--- src/rtl/bitrev_sched.sv ---
// bitrev_sched: shares one bit-reversal accelerator between NREQ requesters.
// Round-robin grant in IDLE, then start / wait-done / read-triplet sequencing,
// OUT_WORDS result beats back to the owner, and a quiet window while the
// accelerator self-resets before the next grant.
//
// Ports:
//   clk, reset          clock, asynchronous active-high reset
//   req_valid_i/data_i  per-requester job request and input word (slice i = requester i)
//   req_ready_o         one-hot job accept (combinational, IDLE only)
//   rsp_valid_o         one-hot result valid towards the granted requester
//   rsp_data_o/last_o   shared result word, last-word marker
//   rsp_ready_i         per-requester result accept (only the granted bit matters)
//   acc_din_o           accelerator input word, held for the whole job
//   acc_start_o         one-cycle start pulse
//   acc_read_o          read strobe, two cycles high then one low per word
//   acc_done_i          accelerator has a result available
//   acc_dout_i          accelerator result word
//   busy_o              high in every state except IDLE
//   err_o / clr_err_i   sticky timeout flag and its clear (set wins)
module bitrev_sched #(
    parameter int unsigned NREQ       = 2,
    parameter int unsigned OUT_WORDS  = 4,
    parameter int unsigned RST_CYCLES = 4,
    parameter int unsigned TIMEOUT    = 1024
) (
    input  logic                 clk,
    input  logic                 reset,
    input  logic [NREQ-1:0]      req_valid_i,
    input  logic [32*NREQ-1:0]   req_data_i,
    output logic [NREQ-1:0]      req_ready_o,
    output logic [NREQ-1:0]      rsp_valid_o,
    output logic [31:0]          rsp_data_o,
    output logic                 rsp_last_o,
    input  logic [NREQ-1:0]      rsp_ready_i,
    output logic [31:0]          acc_din_o,
    output logic                 acc_start_o,
    output logic                 acc_read_o,
    input  logic                 acc_done_i,
    input  logic [31:0]          acc_dout_i,
    output logic                 busy_o,
    output logic                 err_o,
    input  logic                 clr_err_i
);

    localparam int unsigned IDX_W = (NREQ > 1)       ? $clog2(NREQ)       : 1;
    localparam int unsigned TW    = (TIMEOUT > 1)    ? $clog2(TIMEOUT)    : 1;
    localparam int unsigned RW    = (RST_CYCLES > 1) ? $clog2(RST_CYCLES) : 1;
    localparam int unsigned WW    = (OUT_WORDS > 1)  ? $clog2(OUT_WORDS)  : 1;
    localparam logic [NREQ-1:0] ONE_HOT0 = NREQ'(1);

    typedef enum logic [2:0] {
        IDLE, START, WAIT_DONE, RD_HI1, RD_HI2, RD_LO, RESP, RST_WAIT
    } state_t;

    state_t            state_q, state_d;
    logic [IDX_W-1:0]  rr_q, rr_d;
    logic [IDX_W-1:0]  gnt_q, gnt_d;
    logic [TW-1:0]     tcnt_q, tcnt_d;
    logic [RW-1:0]     rcnt_q, rcnt_d;
    logic [WW-1:0]     wcnt_q, wcnt_d;
    logic [31:0]       din_d, data_d;
    logic              err_d;
    logic              start_d, read_d, busy_d, last_d;
    logic [NREQ-1:0]   valid_d;

    logic              found;
    logic [IDX_W-1:0]  sel, cand;

    // Round-robin search: first valid requester at or above rr_q, with wrap
    always_comb begin
        found = 1'b0;
        sel   = '0;
        cand  = '0;
        for (int unsigned k = 0; k < NREQ; k++) begin
            cand = IDX_W'((32'(rr_q) + k) % NREQ);
            if (!found && req_valid_i[cand]) begin
                found = 1'b1;
                sel   = cand;
            end
        end
    end

    // Next-state and next-output logic
    always_comb begin
        state_d     = state_q;
        rr_d        = rr_q;
        gnt_d       = gnt_q;
        tcnt_d      = tcnt_q;
        rcnt_d      = rcnt_q;
        wcnt_d      = wcnt_q;
        din_d       = acc_din_o;
        data_d      = rsp_data_o;
        err_d       = clr_err_i ? 1'b0 : err_o;
        req_ready_o = '0;

        case (state_q)
            IDLE: begin
                if (found) begin
                    req_ready_o = ONE_HOT0 << sel;
                    gnt_d       = sel;
                    rr_d        = IDX_W'((32'(sel) + 32'd1) % NREQ);
                    din_d       = req_data_i[32'(sel)*32 +: 32];
                    state_d     = START;
                end
            end
            START: begin
                tcnt_d  = '0;
                state_d = WAIT_DONE;
            end
            WAIT_DONE: begin
                if (acc_done_i) begin
                    state_d = RD_HI1;
                end else if (tcnt_q == TW'(TIMEOUT - 1)) begin
                    // Timeout beats a same-cycle clear
                    err_d   = 1'b1;
                    rcnt_d  = '0;
                    wcnt_d  = '0;
                    state_d = RST_WAIT;
                end else begin
                    tcnt_d = tcnt_q + TW'(1);
                end
            end
            RD_HI1: state_d = RD_HI2;
            RD_HI2: state_d = RD_LO;
            RD_LO: begin
                data_d  = acc_dout_i;
                state_d = RESP;
            end
            RESP: begin
                if (rsp_ready_i[gnt_q]) begin
                    if (wcnt_q == WW'(OUT_WORDS - 1)) begin
                        wcnt_d  = '0;
                        rcnt_d  = '0;
                        state_d = RST_WAIT;
                    end else begin
                        wcnt_d  = wcnt_q + WW'(1);
                        tcnt_d  = '0;
                        state_d = WAIT_DONE;
                    end
                end
            end
            RST_WAIT: begin
                if (rcnt_q == RW'(RST_CYCLES - 1)) begin
                    state_d = IDLE;
                end else begin
                    rcnt_d = rcnt_q + RW'(1);
                end
            end
            default: state_d = IDLE;
        endcase

        // Strobes are decoded from the next state so they register alongside it
        start_d = (state_d == START);
        read_d  = (state_d == RD_HI1) || (state_d == RD_HI2);
        busy_d  = (state_d != IDLE);
        valid_d = (state_d == RESP) ? (ONE_HOT0 << gnt_d) : '0;
        last_d  = (state_d == RESP) && (wcnt_d == WW'(OUT_WORDS - 1));
    end

    // State and registered outputs
    always_ff @(posedge clk or posedge reset) begin
        if (reset) begin
            state_q     <= IDLE;
            rr_q        <= '0;
            gnt_q       <= '0;
            tcnt_q      <= '0;
            rcnt_q      <= '0;
            wcnt_q      <= '0;
            acc_din_o   <= '0;
            rsp_data_o  <= '0;
            err_o       <= 1'b0;
            acc_start_o <= 1'b0;
            acc_read_o  <= 1'b0;
            busy_o      <= 1'b0;
            rsp_valid_o <= '0;
            rsp_last_o  <= 1'b0;
        end else begin
            state_q     <= state_d;
            rr_q        <= rr_d;
            gnt_q       <= gnt_d;
            tcnt_q      <= tcnt_d;
            rcnt_q      <= rcnt_d;
            wcnt_q      <= wcnt_d;
            acc_din_o   <= din_d;
            rsp_data_o  <= data_d;
            err_o       <= err_d;
            acc_start_o <= start_d;
            acc_read_o  <= read_d;
            busy_o      <= busy_d;
            rsp_valid_o <= valid_d;
            rsp_last_o  <= last_d;
        end
    end

endmodule

--- config.mk ---
export PLATFORM = sky130hd
export DESIGN_NAME = bitrev_sched
export DESIGN_NICKNAME = d
export VERILOG_FILES = /design/src/rtl/bitrev_sched.sv
export SDC_FILE = /design/constraint.sdc
export NUM_CORES = 1
export LEC_CHECK = 0
export ABC_AREA = 0
export BUFFER_PORTS_ARGS = -buffer_cell sky130_fd_sc_hd__clkbuf_2
export CAP_MARGIN = 30
export CORE_MARGIN = 2
export CORE_UTILIZATION = 31
export DETAILED_ROUTE_END_ITERATION = 10
export GPL_TIMING_DRIVEN = 1
export PLACE_DENSITY = 0.64
export SLEW_MARGIN = 40
export SYNTH_ARGS = -nofsm -noshare
export SYNTH_HDL_FRONTEND = slang
export SYNTH_SLANG_ARGS = --single-unit
export TNS_END_PERCENT = 30
--- constraint.sdc ---
create_clock -name clk -period 2.5 [get_ports clk]
set_input_delay 0.125 -clock clk [delete_from_list [all_inputs] [get_ports clk]]
set_output_delay 0.125 -clock clk [all_outputs]
set_load 0.05 [all_outputs]
======== After elaboration in Yosys (flattened, before gate mapping) ========
Index checks and enable logic that the tools add are counted.
storage, ports and cells
  output and inout port bits .............. 73
  logic and storage cells ................. 100
  flip-flop bits (word level) ............. 90
  bits of input ports ..................... 104
operators by class
  add/sub/neg operators ................... 5
  muxes and demuxes ....................... 42
  eq/ne operators ......................... 22
  shift operators ......................... 3
  order comparisons ....................... 3
  reduce and logical (&&, ||, !) cells .... 11
operators by type and width
  cell                     number
  $shiftx A64 B7 Y32       1
  $mux W10                 4
  $pmux W10 S3             1
  $mux W2                  12
  $pmux W3 S8              1
  $eq A3 B3 Y1 const B     6
  $mux W3                  6
  $mux W1                  16
  $ne A2 B2 Y1 const B     7
  $add A10 B1 Y10 const B  1
  $eq A10 B10 Y1 const B   1
  $eq A3 B2 Y1 const B     3
  $reduce_bool A3 Y1       3
  $eq A2 B2 Y1 const B     3
  $eq A3 B1 Y1 const B     2
  $lt A1 B2 Y1 const B     3
  $pmux W2 S3              1
  $reduce_and A6 Y1        1
  $reduce_and A5 Y1        1
  $add A2 B1 Y2 const B    2
  $pmux W2 S2              1
  $shl A1 B1 Y2 const A    2
  $logic_not A3 Y1         1
  $add A1 B1 Y1 const B    2
  other kinds (4)          5

======== Logic depth before layout (Yosys ltp) ========
Gate-level depths: netlist of run 1.
  depth in word-level cells ............... 10
  depth in mapped cells ................... 7
  mapped depth without buffers ............ 5

======== Least setup slack after synthesis of run 1 ========
OpenSTA, ideal clock, no wires.
  kind .................................... register -> register
  start point ............................. register state_q[2]
  end point ............................... register rr_q
  setup slack ............................. 0.247 ns
  data arrival time ....................... 2.069 ns
  cell stages (with the launch flop) ...... 5
  clock period less this slack ............ 2.253 ns
  setup time .............................. 0.184 ns
  path buffers ............................ 1
  required time ........................... 2.316 ns
  path through ............................ dfrtp_1 -> buf_2 -> nor3_1 -> nor3b_1 -> nor2_1
between the ends
  word-level cells in the longest chain between the ends .. 2
ends and longest elaborated chain
  element                      line  source
  start, declared              55    state_t state_q, state_d;
  start signal, assigned       178   state_q <= state_d;
  $logic_not A3 Y1             96    case (state_q)
  $reduce_and A2 Y1 (no line)  -
  end signal, assigned         179   rr_q <= rr_d;
  end, declared                56    logic [IDX_W-1:0] rr_q, rr_d;
No other way between the ends.
A chain may end at the register's enable or synchronous reset.

======== Worst setup path after layout of run 1 ========
  start point ............................. register state_q[1]
  end point ............................... output req_ready_o[0]
between the ends
  word-level cells in the longest chain between the ends .. 2
ends and longest elaborated chain
  element           line  source
  $logic_not A3 Y1  96
  $mux W2           96
  end, declared     30    output logic [NREQ-1:0] req_ready_o,
No other way between the ends.

==> metrics.md, run 1 <==
| Metric | Value |
|---|---|
| Final TNS setup | 0 ns |
| Period minus WS final | 2.251 ns |
| Die area | 14460 µm² |
| Setup ws final | 0.2494 ns |
| Num CTS Buffers | 9 |
| Pre-CTS WS | 0.4615 ns |
| Switching part of the total | 49.85% |
| Routed len/inst | 13.48 µm |
| Remaining DRCs | 0 |
| Post-Syn Area | 4190 µm² |
| Fin crit share | 90.03% |
| Slew @ Worst Pin | 0.8087 ns |
| Vias in the first global route | 3490 |
| GRT Util Overall | 13.65% |
| P&R area growth vs syn | 34.88% |
| Pwr dens | 1486 nW/µm² |
| Final Wtd Congestion | 0.8052 |
| Cts repair resizes | 0 |
| Crit path kind | register to primary output |
| Post-Place Cells | 716 |
| Clk pin slew, worst setup/hold paths | 0.07 ns |
| Final nets | 662 |
| Critical Path End Type | primary output |
| Largest net degree at the start of global routing | 64 |
| Met3 Usage GRT | 4.528% |
| Final non-filler cell total | 736 |
| Seq/Total Area, Yosys | 53.75% |
| Top-Level Pins | 177 |
| Skew-Pair Late Insertion Delay | 0.34 ns |
| Outcome | finished, final reports clean |
| Initial antenna violation count | 0 |
| CTS tree | built |
| Synthesis warning total | 0 |
| Hold Crit Class | primary input to register |
| PortBufs | 176 |
| Final clock skew | 0.008460 ns |
| Detail Route Antenna Nets | 0 |
| Gr ovfl total | 0 |
| Gr busiest metal | met2 |
| Net Switching | 0.004186 W |
| Fraction of registers with async set/reset | 100.0% |
| Post-layout util | 42.68% |
| Fillers | 1302 |
| Vias | 3488 |
| FMAX | 0.4443 GHz |
| Die height | 120.3 µm |
| # rows | 42 |
| Maximum vdd drop | 0.8665 mV |
| Cells after synthesis | 379 |
| Int Pwr | 0.004211 W |
| Root buffer cell | clkbuf_16 |
| Distinct cells, synth | 43 |
| Clock Power Share | 17.4% |
| CP max FO | 15 |
| Clock sink count | 90 |
| Number of enable flip-flop cells after synthesis | 0 |
| Max-capacitance violation count | 0 |
| Initial core utilization | 31.64% |
| LEAKAGE | 2.755 nW |
| Htree depth | 3 |
| Core ar. | 13240 µm² |
| Final wirelength | 9923 µm |
| Post-synth net total | 486 |
| Flops & latches, synth | 90 |
| DR pass1 iterations | 4 |
| First-pass GRT wire length | 16080 µm |
| Antenna Cells | 0 |
| Fraction of layout cells with a size suffix above 1 | 43.39% |
| Global-route track usage on met2 | 24.04% |
| Slew Limit Fails | 0 |
| Die span in x | 120.3 µm |
| Grt met1 use | 16.01% |
| Worst EP arrival | 2.13 ns |
| Slew headroom | 45.88% |
| Area after DPL | 5288 µm² |
| Initial drt markers | 236 |
| Primary flip-flop cell chosen by synthesis mapping | dfrtp_1 |
| Req. time, crit path | 2.38 ns |
| Crit path launch type | register |
| Syn avg cell area | 11.06 µm² |
| Reg power frac | 29.9% |
| Fin area | 5652 µm² |
| Final Hold Fails | 0 |
| Bufs on Longest Clock Path | 2 |
| Gate power share | 52.7% |
| Final setup fails | 0 |
| Routed vias/inst | 4.739 |
| DP HPWL | 7416 µm |
| Setup repair after global routing missed its margin | no |
worst max-delay path, cell delays in order, from the launching register on:
cell and delay (ns):
dfrtp_1 0.52, nor3_1 0.33, nor2b_4 0.43, and2_1 0.22, clkbuf_2 0.29
metrics by stage:
stage                     hold WS (ns)  power, W
after floorplan                 0.2214  0.005939
after global placement          0.1401  0.006863
after detailed placement        0.1465  0.006979
after CTS                     0.001835  0.008482
after global routing          0.003257  0.008899
final                          0.01678  0.008397
final cells by class:
cell class	count	area [µm²]	area share [%]
sequential	90	2252	39.85
multi-input combinational	254	1808	31.99
timing repair buffer	190	1008	17.84
clock buffer	9	225.2	3.985
tap	176	220.2	3.896
clock inverter	7	98.84	1.749
inverter	10	38.79	0.6863
cell usage in the layout (no fill, tap or decap), drive strengths merged, types with 3 or more instances in the layout:
master and instances:
nand3 9, buf 10, nand4 4, inv 11, and2 3, dfrtp 90, o21ai 19, mux2 34
nor2 45, ha 3, mux2i 42, nor3 3, nand2b 3, nand2 12, a21oi 38, a211oi 5
clkinv 3, clkbuf 185, o21bai 7, dlygate4sd3 4
sequential cells by signal (all words and copies together), names as in the netlist:
signal,cells
acc_din_o,32
acc_read_o,1
acc_start_o,1
busy_o,1
err_o,1
gnt_q,1
rcnt_q,2
rr_q,1
rsp_data_o,32
rsp_last_o,1
rsp_valid_o,2
state_q,3
tcnt_q,10
wcnt_q,2
worst paths after layout:
check,from,to,slack [ns],cells past startpoint
setup / recovery,state_q[1]$_DFF_PP0_,req_ready_o[0],0.25,4
hold / removal,acc_dout_i[20],rsp_data_o[20]$_DFFE_PP0P_,0.02,2
setup reg to reg,state_q[0]$_DFF_PP0_,tcnt_q[6]$_DFFE_PP0P_,0.44,4
hold reg to reg,rsp_data_o[25]$_DFFE_PP0P_,rsp_data_o[25]$_DFFE_PP0P_,0.51,1
max in group asynchronous,reset,acc_din_o[29]$_DFFE_PP0P_,1.48,4
min in group asynchronous,reset,rsp_data_o[15]$_DFFE_PP0P_,0.34,3
power by group through the flow:
| stage | logic (W) | registers (W) | clock network, W |
|---|---|---|---|
| 2_1_floorplan | 0.00156 | 0.00437 | 0 |
| 3_3_place_gp | 0.00436 | 0.00250 | 0 |
| 3_5_place_dp | 0.00445 | 0.00253 | 0 |
| 4_1_cts | 0.00446 | 0.00251 | 0.00151 |
| 5_1_grt | 0.00472 | 0.00261 | 0.00157 |
| 6_report | 0.00443 | 0.00251 | 0.00146 |
what timing repair did:
item,in CTS,in global routing
setup buffers,0,0
hold endpoints to repair,29,1
hold buffers,3,1
metal layers:
metal / vias to the layer above / part of all wire [%]
li1: 1695 / -
met1: 1636 / 40
met2: 147 / 50
met3: 10 / 8.6
met4: 0 / 0.95
met5: - / 0
synth_stat cells, drive strengths merged, types with 2 or more instances:
library cell / instances / area [µm²]
inv: 10 / 37.54
clkbuf: 11 / 41.29
a22oi: 2 / 15.01
nor4: 2 / 12.51
nand4: 4 / 25.02
o21bai: 7 / 52.55
mux2i: 42 / 420.4
nand2b: 3 / 18.77
and2: 3 / 18.77
nor2b: 2 / 12.51
o21ai: 19 / 95.09
nor2: 45 / 168.9
and4: 2 / 17.52
a21oi: 38 / 190.2
nand3: 9 / 45.04
nand2: 12 / 45.04
ha: 3 / 37.54
nor3b: 2 / 20.02
dfrtp: 90 / 2252
buf: 14 / 70.07
a211oi: 5 / 37.54
mux2: 34 / 382.9
nor3: 3 / 15.01
logic make-up after synthesis:
kind of cell	share of synthesized area, %
muxes	19.17
xor gates and xnor gates	0.2091
and+or+nand+nor	10.39
DFF	53.75
AOI/OAI and AO/OA	12.03
buffers and inverters	3.553
adders and majority gates	0.8959
(Power assumes the default switching activity.)
==> inputs of run 2 (changes only) <==
- ABC_AREA: 0 -> 1
- CTS_CLUSTER_DIAMETER: not set -> 50
- REMOVE_ABC_BUFFERS: not set -> 1
==> metrics.md, run 2 <==
| Metric | Value |
|---|---|
| Outcome | finished, final reports clean |
| CTS tree | built |
| Cells after synthesis | 423 (+12%) |
| Seq/Total Area, Yosys | 55.85% (+2.1 points) |
| Final setup fails | 0 (unchanged) |
| PortBufs | 176 (unchanged) |
| Primary flip-flop cell chosen by synthesis mapping | dfrtp_1 |
| Skew-Pair Late Insertion Delay | 0.34 ns (about the same) |
| Clock sink count | 90 (unchanged) |
| Crit path kind | register to primary output |
| Initial drt markers | 173 (-27%) |
| Pwr dens | 1503 nW/µm² (+1.2%) |
| Req. time, crit path | 2.38 ns (about the same) |
| Fraction of registers with async set/reset | 100.0% (unchanged) |
| First-pass GRT wire length | 17040 µm (+6.0%) |
| Initial antenna violation count | 0 (unchanged) |
| Post-Syn Area | 4033 µm² (-3.8%) |
| LEAKAGE | 2.786 nW (+1.1%) |
| Crit path launch type | register |
| DP HPWL | 7520 µm (+1.4%) |
| Slew Limit Fails | 0 (unchanged) |
| Fillers | 1246 (-4.3%) |
| Postcts setup bufs | 0 (unchanged) |
| CP cell instances | inv_2 -> nand3_2 -> nor2_4 -> inv_2 -> nor2_1 -> clkbuf_2 |
| Fin area | 5484 µm² (-3.0%) |
| GRT Util Overall | 15.19% (+1.5 points) |
| Largest regs | acc_din_o (32), rsp_data_o (32), tcnt_q (10) |
| Yosys top cell area share | 55.85% (+2.1 points) |
| Hold_sp | acc_dout_i[31] |
| Setup ws final | 0.5878 ns (+0.3384 ns) |
| Cell mode on critical path | inv_2 |
| Flops & latches, synth | 90 (unchanged) |
| Synth area leader | dfrtp_1 |
| Vias in the first global route | 3574 (+2.4%) |
| Switching part of the total | 49.72% (-0.14 points) |
| Net Switching | 0.004098 W (-2.1%) |
| Critical Path End Type | primary output |
| Max-capacitance violation count | 0 (unchanged) |
| # rows | 41 (-2.4%) |
| DR pass1 iterations | 4 (unchanged) |
| Top post-synthesis cells by area | dfrtp_1, mux2_2, nand2_1 |
| Reg power frac | 30.0% (about the same) |
| Num CTS Buffers | 9 (unchanged) |
| Detail Route Antenna Nets | 0 (unchanged) |
| Fraction of layout cells with a size suffix above 1 | 41.35% (-2.0 points) |
| Root buffer cell | clkbuf_16 |
| Hold Crit Class | primary input to register |
| Total power draw | 0.008243 W (-1.8%) |
| Min Hold Slack | 0.01901 ns (+0.002226 ns) |
| Maximum vdd drop | 0.6137 mV (-29%) |
| Most common cell after layout, fill and taps aside | clkbuf_2 |
| Gate power share | 51.0% (-1.7 points) |
| Bufs on Longest Clock Path | 2 (unchanged) |
| Number of enable flip-flop cells after synthesis | 0 (unchanged) |
| Clk pin slew, worst setup/hold paths | 0.06 ns (about the same) |
| Die area | 13940 µm² (-3.6%) |
| Setup repair after global routing missed its margin | no |
| Critical-path top delay cell | dfrtp_1 |
| Slew @ Worst Pin | 0.6171 ns (-0.1916 ns) |
| Reg2reg start | tcnt_q[0]$_DFFE_PP0P_ |
| Cell family with most CP delay | buffers and inverters |
| Synth cell count leaders | dfrtp_1, nand2_1, nor2_1, o21ai_0, mux2_2 |
| Die span in x | 118.1 µm (-1.8%) |
| Top-Level Pins | 177 (unchanged) |
| Die height | 118.1 µm (-1.8%) |
| Final wirelength | 10080 µm (+1.6%) |
| Routed vias/inst | 4.539 (-4.2%) |
| Slowest stage delay, CP | 0.43 ns (-0.09 ns) |
| Int Pwr | 0.004145 W (-1.6%) |
| Post-layout util | 43.28% (+0.60 points) |
| Synthesis warning total | 0 (unchanged) |
| Worst EP arrival | 1.79 ns (-0.34 ns) |
| Final Hold Fails | 0 (unchanged) |
| Final Wtd Congestion | 0.8057 (about the same) |
| Htree depth | 3 (unchanged) |
| Vias | 3536 (+1.4%) |
| Pre-CTS WS | 0.8041 ns (+0.3426 ns) |
| Routed len/inst | 12.94 µm (-4.0%) |
| Period minus WS final | 1.912 ns (-0.3384 ns) |
| Core ar. | 12670 µm² (-4.3%) |
| Clock Power Share | 19.0% (+1.6 points) |
| Initial core utilization | 31.83% (+0.18 points) |
| P&R area growth vs syn | 35.99% |
| Antenna Cells | 0 (unchanged) |
| Fin crit share | 76.49% (-14 points) |
| Slew headroom | 58.81% (+13 points) |
| Largest net degree at the start of global routing | 58 (-9.4%) |
| Area after DPL | 5101 µm² (-3.5%) |
| Remaining DRCs | 0 (unchanged) |
| Syn avg cell area | 9.533 µm² (-14%) |
| CP max FO | 8 (-7) |
| Cts repair resizes | 0 (unchanged) |
| Gr ovfl total | 0 (unchanged) |
| Final clock skew | 0.008478 ns (+0.00001807 ns) |
| CP Buf/Inv Count | 3 (+2) |
| Most common cell in the netlist | dfrtp_1 |
| Worst Setup SP | state_q[2]$_DFF_PP0_ |
| Most frequent cells in the layout | clkbuf_2, dfrtp_1, nand2_1, nor2_1, o21ai_0 |
| FMAX | 0.5229 GHz (+18%) |
| Distinct cells, synth | 27 (-37%) |
| Final nets | 709 (+7.1%) |
==> run 2: worst paths after layout <==
path                       slack, ns                    endpoint  cells past startpoint
min in group asynchronous       0.38   acc_din_o[20]$_DFFE_PP0P_                      3
hold / removal                  0.02  rsp_data_o[31]$_DFFE_PP0P_                      2
max in group asynchronous       1.41        acc_read_o$_DFF_PP0_                      4
setup / recovery                0.59              req_ready_o[0]                      6
hold reg to reg                 0.49    acc_din_o[9]$_DFFE_PP0P_                      2
setup reg to reg                0.79       tcnt_q[5]$_DFFE_PP0P_                      9
==> run 2: power by group through the flow <==
stage	registers [W]	clock network [W]	logic, W
after floorplan	0.00436	0	0.00129
after global placement	0.00248	0	0.00419
after detailed placement	0.00249	0	0.00425
after CTS	0.00247	0.00162	0.00425
after global routing	0.00255	0.00168	0.00452
final	0.00247	0.00156	0.00420
==> run 2: per-stage QoR <==
stage	TNS, ns	cells
floorplan	-0.04270	407
global placement	0	760
detailed placement	0	760
CTS	0	778
global route	0	779
finish	0	779
==> run 2: logic make-up (layout without fill, tap and decap cells) <==
logic type               Yosys count  after routing  share of synthesized area, %
AO/OA/AOI/OAI                     76             76                         9.619
XOR/XNOR                           7              7                         1.520
adder cells (fa/ha/maj)            3              3                        0.9309
buffers and inverters             39            223                         4.096
flip-flops                        90             90                         55.85
multiplexers                      32             32                         8.936
AND/OR/NAND/NOR                  176            176                         19.05
==> run 2: area by class of cell <==
class,count,area (µm²),share of cell area [%]
clock buffer,10,239.0,4.358
tap,172,215.2,3.924
multi-input combinational,294,1615,29.45
timing repair buffer,184,960.9,17.52
sequential,90,2252,41.07
inverter,23,87.58,1.597
clock inverter,6,113.9,2.076
==> run 2: repair_timing <==
item / CTS / global route
endpoints found under the hold margin: 34 / 1
hold buffers: 2 / 1
endpoints found under the setup margin: 0 / 0
==> run 2: worst register-to-register path, delay by kind of cell, from the launching register on <==
kind / cells / cell delay (ns)
fa+ha+maj: 1 / 0.27
buf+inv: 1 / 0.13
flops: 1 / 0.44
simple gates: 7 / 0.74
==> run 2: metal layers <==
metal  vias to the layer above  part of all wire, %  GRT usage, %
met1                      1643                   45         19.00
met5                         -                    0             0
met4                         0                  1.2         6.175
met3                         9                  6.2         3.537
met2                       146                   48         25.29
li1                       1738                    -             -
